### src/rtl/fifo_reader.sv
// Read-side engine of the pointer FIFO: owns r_ptr, drives a synchronous-read
// storage port and prefetches into a 2-entry output buffer on a valid/ready stream.
module fifo_reader #(
  parameter int unsigned SIZE  = 5,
  parameter int unsigned WIDTH = 8,
  localparam int unsigned PW   = $clog2(SIZE) + 1
) (
  input  logic             clk,
  input  logic             rst_n,
  input  logic [PW-1:0]    i_w_ptr,
  input  logic             i_flush,
  output logic             o_rd_en,
  output logic [PW-1:0]    o_rd_addr,
  input  logic [WIDTH-1:0] i_rd_data,
  output logic [PW-1:0]    o_r_ptr,
  output logic [PW-1:0]    o_level,
  output logic [WIDTH-1:0] o_out_data,
  output logic             o_out_valid,
  input  logic             i_out_ready
);

  logic [PW-1:0]    r_ptr;
  logic [1:0]       r_occ;
  logic             r_inflight;
  logic             r_out_valid;
  logic [WIDTH-1:0] r_head;
  logic [WIDTH-1:0] r_tail;

  logic             w_empty;
  logic             w_pop;
  logic             w_issue;
  logic [2:0]       w_sum;
  logic [1:0]       w_occ_after_pop;
  logic [PW-1:0]    w_ptr_inc;
  logic [PW-1:0]    w_level;

  // w_sum is the buffer occupancy after this edge; pop implies occ >= 1, so no underflow
  assign w_empty         = (i_w_ptr == r_ptr);
  assign w_pop           = r_out_valid & i_out_ready;
  assign w_sum           = 3'(r_occ) + 3'(r_inflight) - 3'(w_pop);
  assign w_issue         = rst_n & ~w_empty & ~i_flush & (w_sum < 3'd2);
  assign w_occ_after_pop = r_occ - 2'(w_pop);
  assign w_ptr_inc       = (r_ptr == PW'(SIZE - 1)) ? '0 : r_ptr + PW'(1);

  always_comb begin
    w_level = '0;
    if (i_w_ptr >= r_ptr) w_level = i_w_ptr - r_ptr;
    else                  w_level = i_w_ptr + PW'(SIZE) - r_ptr;
  end

  assign o_rd_en     = w_issue;
  assign o_rd_addr   = r_ptr;
  assign o_r_ptr     = r_ptr;
  assign o_level     = w_level;
  assign o_out_data  = r_head;
  assign o_out_valid = r_out_valid;

  // Pointer and occupancy bookkeeping; flush wins over pop and issue
  always_ff @(posedge clk or negedge rst_n) begin
    if (!rst_n) begin
      r_ptr       <= '0;
      r_occ       <= '0;
      r_inflight  <= 1'b0;
      r_out_valid <= 1'b0;
    end else if (i_flush) begin
      r_ptr       <= i_w_ptr;
      r_occ       <= '0;
      r_inflight  <= 1'b0;
      r_out_valid <= 1'b0;
    end else begin
      if (w_issue) r_ptr <= w_ptr_inc;
      r_occ       <= w_sum[1:0];
      r_inflight  <= w_issue;
      r_out_valid <= (w_sum != 3'd0);
    end
  end

  // Head/tail buffer: returning data lands in head if the buffer is empty after the pop
  always_ff @(posedge clk or negedge rst_n) begin
    if (!rst_n) begin
      r_head <= '0;
      r_tail <= '0;
    end else if (!i_flush) begin
      if (w_pop && (r_occ == 2'd2)) r_head <= r_tail;
      if (r_inflight) begin
        if (w_occ_after_pop == 2'd0) r_head <= i_rd_data;
        else                         r_tail <= i_rd_data;
      end
    end
  end

  a_occ_bound: assert property (@(posedge clk) disable iff (!rst_n) (i_flush || (w_sum <= 3'd2)));

endmodule
### config.mk
export PLATFORM = sky130hd
export DESIGN_NAME = fifo_reader
export DESIGN_NICKNAME = d
export VERILOG_FILES = /design/src/rtl/fifo_reader.sv
export SDC_FILE = /design/constraint.sdc
export NUM_CORES = 1
export LEC_CHECK = 0
export ABC_CLOCK_PERIOD_IN_PS = 2310
export BUFFER_PORTS_ARGS = -buffer_cell sky130_fd_sc_hd__buf_2
export CAP_MARGIN = 0
export CORE_MARGIN = 10
export CORE_UTILIZATION = 45
export CTS_BUF_LIST = sky130_fd_sc_hd__clkbuf_8
export DETAILED_ROUTE_END_ITERATION = 6
export HOLD_SLACK_MARGIN = 0.12
export MAX_ROUTING_LAYER = met4
export PLACE_DENSITY = 0.8
export SYNTH_ARGS = -nofsm -noshare
export SYNTH_HDL_FRONTEND = slang
export SYNTH_SLANG_ARGS = --single-unit
### constraint.sdc
create_clock -name clk -period 2.31 [get_ports clk]
set_input_delay 0.1155 -clock clk [delete_from_list [all_inputs] [get_ports clk]]
set_output_delay 0.1155 -clock clk [all_outputs]
set_load 0.005 [all_outputs]
Word-level counts from Yosys, hierarchy flattened

Cells that the tools add are included.

Flip-flop bits (word level): 24
Input bits: 16
Output and inout bits: 22

Add/subtract/negate cells: 7
Order comparisons: 2
Eq/ne operators: 3
Multiplexer cells: 10
Bitwise operators: 7
Reduce and logical (&&, ||, !) cells: 5

Operators with widths:

| kind                | count |
|---|---|
| $mux 8              | 3 |
| $mux 4              | 4 |
| $sub 4x4->4         | 2 |
| $add 4x1->4 const B | 1 |
| $add 4x3->4 const B | 1 |
| $and 1x1->1         | 4 |
| $eq 4x3->1 const B  | 1 |
| $eq 4x4->1          | 1 |
| $ge 4x4->1          | 1 |
| $add 2x1->3         | 1 |
| $lt 3x2->1 const B  | 1 |
| $not 1->1           | 3 |
| $reduce_and 3->1    | 1 |
| $reduce_bool 3->1   | 1 |
| $sub 3x1->3         | 1 |
| $eq 2x2->1 const B  | 1 |
| $logic_not 2->1     | 1 |
| $mux 1              | 2 |
| $mux 2              | 1 |
| $reduce_bool 2->1   | 1 |
| $sub 2x1->2         | 1 |
| $logic_and 1x1->1   | 1 |

Longest topological paths before layout

Gate-level depths: netlist (run 1).

Word-level depth: 7
Depth in mapped cells: 10

Worst setup path after synthesis (run 1)

Ideal clock, no wire load.

Path kind: register -> register
From: register r_out_valid, in the netlist o_out_valid
To: register r_ptr[2], in the netlist o_r_ptr[2]
Library setup time: 0.124 ns
Data arrival time: 2.188 ns
Required time: 2.186 ns
Slack: -0.002 ns
Cell stages (with the launch flop): 10
Period minus slack after synthesis: 2.312 ns
Cell sequence: dfrtp_1 > nand2_1 > or2_2 > nand2_1 > ha_1 > fa_1 > nand4bb_1 > buf_6 > o21a_1 > o31a_1

Longest elaborated chain between the ends: 5

Ends and longest elaborated chain:

| element                            | RTL line | source |
|---|---|---|
| start, declared                    | 25       | `logic r_out_valid;` |
| start signal, assigned             | 74       | `r_out_valid <= (w_sum != 3'd0);` |
| $and 1x1->1                        | 39       | `assign w_pop = r_out_valid & i_out_ready;` |
| $sub 3x1->3                        | 40       | `assign w_sum = 3'(r_occ) + 3'(r_inflight) - 3'(w_pop);` |
| $lt 3x2->1                         | 41       | `assign w_issue = rst_n & ~w_empty & ~i_flush & (w_sum < 3'd2);` |
| $and 1x1->1                        | 41       |  |
| $reduce_bool 2->1 (no source line) | n/a      |  |
| end signal, assigned               | 66       | `r_ptr <= i_w_ptr;` |
| end signal, assigned               | 71       | `if (w_issue) r_ptr <= w_ptr_inc;` |
| end, declared                      | 22       | `logic [PW-1:0] r_ptr;` |

No other way between the ends.
A chain may end at the register's enable or synchronous reset.

Worst setup path in the final report (run 1)

From: register r_ptr[3], in the netlist o_r_ptr[3]
To: output port o_level[2]

Longest elaborated chain between the ends: 2

Ends and longest elaborated chain:

| element       | RTL line | source |
|---|---|---|
| $ge 4x4->1    | 47       | `if (i_w_ptr >= r_ptr) w_level = i_w_ptr - r_ptr;` |
| $mux 4        | 47       |  |
| end, declared | 16       | `output logic [PW-1:0] o_level,` |

No other way between the ends.

==> reports/qor.yml, run 1 <==
outcome: "finished, violations left"
failed_checks: "negative setup slack"
dr_total_vias: 1243
cts_tree: "built"
cts_buffers: 3
cts_sinks: 24
endpoint: "o_level[2]"
power.leakage_nw: 1.10
crit_chain: "inv_1 > ha_1 > nor2_1 > a21oi_4 > nor2_1 > mux2_2 > buf_2"
layout.nets: 228
arrival_ns: 2.21
dr_wl_met2_um: 2230
power_switching_mw: 0.886
synthToLayoutAreaGrowth_pct: 42.0
p_int_mw: 1.62
synth_ff_type: "dfrtp_1"
hold_viol: 0
grt_pass1_vias: 1335
rsz0062_at_grt: "yes"
max_cap_viol_count: 0
cpPeakStageDelay_ns: 0.44
hpwlAfterDp_um: 2800
worst_clock_skew_ns: 0.00310
timing.hold.ws_ns: 0.133
antenna_found_initial: 0
yosys-top-cells-area: "dfrtp_1 40%, ha_1 9.2%, mux2_2 7.5%"
critPathRequiredTime_ns: 2.19
cts.clk_slew.worst_paths_ns: 0.08
async_flop_share: 1.00
hold_path.class: "input pin to register"
highest_layer: "met4"
drt-total-wl_um: 3970
p_total_mw: 2.51
dp_cells: 220
r2r_start: "o_out_valid"
power_density_mw_per_mm2: 1180
avgViaCountPerCell: 5.16
slowest_stage: "dfrtp_1"
port_buffers: 37
cts_buffer_depth: 2
crit_top_cell: "nor2_1"
coreArea_sq_mm: 0.00313
drt_iter0_drc: 41
slew-limit-headroom: 0.611
ant_nets: 0
start_util: 0.480
die_area_sq_mm: 0.00605
ys_ff_latch: 24
grtUsageTotal: 0.135
synth.most_common_cell: "dfrtp_1"
ys_top_cells_by_count: "24 x dfrtp_1, 12 x inv_1, 11 x ha_1"
wl_met1_um: 1660
first_pass_iters: 4
swShare: 0.353
finalWorstSetupSlack_ns: -0.0160
worstSetupStartpointType: "register"
avgSynthCellArea_sq_um: 11.0
power_frac_comb: 0.569
drive_gt1_frac: 0.462
grt_pass1_wl_um: 6560
worstSetupStartpoint: "o_r_ptr[3]"
syn_area_sq_mm: 0.00150
fp.dieH_um: 77.8
yosysSeqAreaShare: 0.400
synth_cell_types: 38
layout.core_utilization: 0.682
crit_type: "register to output port"
place_area_sq_mm: 0.00176
overflow: 0
report.final.slew_viol_count: 0
clk_root_buffer_cell: "clkbuf_8"
cp_max_fo: 5
finalCritPeriodShare: 1.01
die_width_um: 77.8
pre_cts_ws_ns: -0.0137
grt_max_degree: 25
yosysTopAreaCell: "dfrtp_1"
fmax_mhz: 430
endpoint_kind: "output port"
yosysWarnings: 0
worst_pin_slew_ns: 0.579
io_pins: 38
core.rowCount: 20
clock_power_share: 0.145
design_area_sq_mm: 0.00213
synth_nets: 167
synthesis.instances: 137
r2r_slack_ns: 0.05
post_layout_nonfiller_instances: 241
timing.rr.end: "o_r_ptr[2]"
p_seq_frac: 0.286
dr_wl_met3_um: 62
place_congestion: 0.838
ir_worst_vdd_mv: 0.468
finalCriticalPeriod_ns: 2.33
rr_worst_depth: 9
htreeDepth: 1
synth_edf_count: 0
clk-insertion-delay-late_ns: 0.26
routedWlPerCell_um: 16.5
antennaDiodeCount: 0
drc: 0
finalSetupViolations: 1
setup_tns_ns: -0.0160
synth_top_cell_area_share: 0.400
-- cell families after synthesis --
group / synth area share
AO/OA/AOI/OAI: 0.183
AND/OR/NAND/NOR: 0.108
flip-flops: 0.400
buffers and inverters: 0.0650
adder cells (fa/ha/maj): 0.132
multiplexers: 0.0950
XOR/XNOR: 0.0175
-- critical path, delay by kind of cell (launching register included) --
family / cells / cell delay, ns
AO/OA/AOI/OAI: 1 / 0.07
adder cells (fa/ha/maj): 1 / 0.35
buffers and inverters: 2 / 0.24
flip-flops: 1 / 0.44
multiplexers: 1 / 0.38
AND/OR/NAND/NOR: 2 / 0.46
-- sequential cells by signal, summed over array words and instances, names as in the netlist --
signal and flops:
r_inflight 1, r_occ 2, o_out_valid 1, o_out_data 8, r_tail 8, o_r_ptr 4
-- layout make-up --
cell class                      instances  area [sq um]
Tap cell                               44          55.1
Inverter                               13          51.3
Clock inverter                          1          30.0
Fill cell                             220           996
Clock buffer                            3          41.3
Sequential cell                        24           601
Timing Repair Buffer                   63           417
Multi-Input combinational cell         93           937
-- power groups by stage --
stage	Combinational [mW]	Sequential [mW]	Clock (mW)
final	1.43	0.717	0.363
after global routing	1.57	0.735	0.398
after CTS	1.26	0.707	0.376
after detailed placement	1.06	0.705	0
after global placement	1.01	0.692	0
after floorplan	0.672	0.715	0
-- worst min path at each step --
stage,startpoint,to,cells past startpoint
floorplan,rst_n,o_out_data[0],0
global placement,rst_n,o_out_data[6],2
detailed placement,rst_n,o_out_valid,2
CTS,i_w_ptr[1],o_r_ptr[1],3
global route,i_w_ptr[1],o_r_ptr[1],3
finish,i_w_ptr[1],o_r_ptr[1],3
-- per-layer routing --
layer | vias to the layer above | GRT usage
met4 | 0 | 0.0456
met1 | 625 | 0.143
met3 | 2 | 0.0161
met2 | 16 | 0.253
met5 | - | -
li1 | 600 | -
-- repair_timing --
item	CTS	global route
setup buffers	4	3
endpoints found under the hold margin	33	0
pin swaps	9	11
setup endpoints to repair	6	6
gates cloned	0	0
gates resized for setup	16	10
hold buffers	10	0
-- cells in the final DEF, fill, tap and decap left out, types with 2 or more instances in the layout --
cell,netlist,layout
a21o_1,8,8
a21oi_1,6,5
a22o_1,8,8
buf_2,0,37
buf_4,4,13
buf_6,1,3
clkbuf_8,0,3
dfrtp_1,24,24
dlygate4sd3_1,0,10
fa_2,0,3
ha_1,11,8
ha_4,0,3
inv_1,12,11
mux2_2,10,10
mux2i_1,3,3
nand2_1,6,3
nand2_2,0,3
nor2_1,8,7
nor2_2,1,2
nor2b_1,3,3
o211a_1,2,2
o21a_1,2,2
o21ai_0,3,3
Note: power is estimated with default switching activity, not from simulation.
==> run 2: changes to the inputs <==
--- a/config.mk
+++ b/config.mk
@@ -9,12 +9,12 @@
 export BUFFER_PORTS_ARGS = -buffer_cell sky130_fd_sc_hd__buf_2
 export CAP_MARGIN = 0
 export CORE_MARGIN = 10
-export CORE_UTILIZATION = 45
+export CORE_UTILIZATION = 32
 export CTS_BUF_LIST = sky130_fd_sc_hd__clkbuf_8
 export DETAILED_ROUTE_END_ITERATION = 6
 export HOLD_SLACK_MARGIN = 0.12
 export MAX_ROUTING_LAYER = met4
-export PLACE_DENSITY = 0.8
+export PLACE_DENSITY = 0.63
 export SYNTH_ARGS = -nofsm -noshare
 export SYNTH_HDL_FRONTEND = slang
 export SYNTH_SLANG_ARGS = --single-unit
==> reports/qor.yml, run 2 (synthesis results as in run 1) <==
overflow: 0
fillers: 412
synthToLayoutAreaGrowth_pct: 44.7
ir_worst_vdd_mv: 0.358
max_cap_viol_count: 0
outcome: "finished clean"
antenna_found_initial: 0
p_total_mw: 2.45
worstSetupStartpointType: "register"
hold_viol: 0
final-seq-area_sq_um: 601
crit_chain: "nand2_2 > or2_4 > nand2_4 > ha_4 > fa_2 > nand4bb_4 > buf_6 > nor2_1 > buf_2"
fp.dieH_um: 88.5
cts_buffers: 3
drive_gt1_frac: 0.465
place_area_sq_mm: 0.00177
htreeDepth: 1
cts_sinks: 24
io_pins: 38
hold_path.class: "input pin to register"
dr_total_vias: 1217
layout.core_utilization: 0.489
cpPeakStageDelay_ns: 0.45
power_density_mw_per_mm2: 1130
first_pass_iters: 4
grt_pass1_wl_um: 6140
grt_max_degree: 25
cts_buffer_depth: 2
place_congestion: 0.759
timing.hold.ws_ns: 0.219
fmax_mhz: 438
cp_max_fo: 4
drc: 0
grt_pass1_vias: 1262
endpoint_kind: "output port"
drt-total-wl_um: 3700
die_area_sq_mm: 0.00783
clk-insertion-delay-late_ns: 0.27
finalWorstSetupSlack_ns: 0.0275
multi_input_area_sq_um: 947
hpwlAfterDp_um: 2750
crit_type: "register to output port"
finalCriticalPeriod_ns: 2.28
routedWlPerCell_um: 14.7
antennaDiodeCount: 0
cts_tree: "built"
report.final.slew_viol_count: 0
setup_tns_ns: 0
r2r_slack_ns: 0.09
drt_iter0_drc: 46
design_area_sq_mm: 0.00217
coreArea_sq_mm: 0.00444
cts.clk_slew.worst_paths_ns: 0.08
core.rowCount: 24
arrival_ns: 2.17
critPathRequiredTime_ns: 2.19
worst_pin_slew_ns: 0.480
dp_cells: 228
slowest_stage: "fa_2"
finalSetupViolations: 0
layout.nets: 231
ant_nets: 0
pre_cts_ws_ns: -0.0358
finalCritPeriodShare: 0.988
power.leakage_nw: 1.10
port_buffers: 37
die_width_um: 88.5
mostFrequentLayoutCells: "37 x buf_2, 24 x dfrtp_1, 16 x buf_4, 12 x dlygate4sd3_1, 11 x inv_1"
grtUsageTotal: 0.103
clk_root_buffer_cell: "clkbuf_8"
post_layout_nonfiller_instances: 252
worst_clock_skew_ns: 0.00824
rsz0062_at_grt: "yes"
start_util: 0.338
avgViaCountPerCell: 4.83
slew-limit-headroom: 0.677
final_common_cell: "buf_2"
## run 2: cell count changes in the layout (fill, tap and decap cells not counted), moves of 2 or more
cell | previous run | this run
nand2_2 | 3 | 1
buf_6 | 3 | 1
ha_2 | 0 | 2
nand2_4 | 0 | 2
ha_1 | 8 | 5
buf_4 | 13 | 16
dlygate4sd3_1 | 10 | 12
## run 2: power breakdown
part	leakage, nW	switching (mW)	total (mW)	internal [mW]
Sequential	0.301	0.118	0.708	0.590
Combinational	0.765	0.597	1.37	0.775
Clock	0.0357	0.141	0.372	0.232
Total	1.10	0.856	2.45	1.60
## run 2: cell type report
class	instances	share of cell area
clock buffer	3	0.0190
clock inverter	1	0.0138
inverter	13	0.0236
multi-input combinational	93	0.436
sequential	24	0.276
tap	52	0.0300
timing repair buffer	66	0.201
## run 2: timing repair
| item | in CTS | in global routing |
|---|---|---|
| buffers inserted | 5 | 3 |
| hold endpoints to repair | 35 | 0 |
| endpoints found under the setup margin | 6 | 7 |
| resized for setup | 16 | 12 |
| hold buffers | 12 | 0 |
| pin swaps | 9 | 10 |
## run 2: metal layers
metal / share of wire / vias to the layer above / track usage / wire length (um)
li1: - / 606 / - / -
met1: 0.42 / 585 / 0.116 / 1540
met2: 0.53 / 22 / 0.177 / 1980
met3: 0.039 / 4 / 0.0165 / 146
met4: 0.0094 / 0 / 0.0411 / 35
met5: 0 / - / - / 0
## run 2: path summary, 6_finish.rpt
| check | startpoint | to | depth (start not counted) |
|---|---|---|---|
| hold reg to reg | o_out_data[1] | o_out_data[1] | 1 |
| setup / recovery | o_out_valid | o_rd_en | 9 |
| min in group asynchronous | rst_n | o_out_data[3] | 3 |
| hold / removal | i_flush | r_inflight | 2 |
| max in group asynchronous | rst_n | o_r_ptr[1] | 3 |
| setup reg to reg | o_out_valid | o_r_ptr[3] | 9 |
## run 2: worst max-delay path, delay by kind of cell, from the launching register on
family	cells	cell delay, ns
simple gates	5	0.69
fa+ha+maj	2	0.58
flops	1	0.37
buf+inv	2	0.25
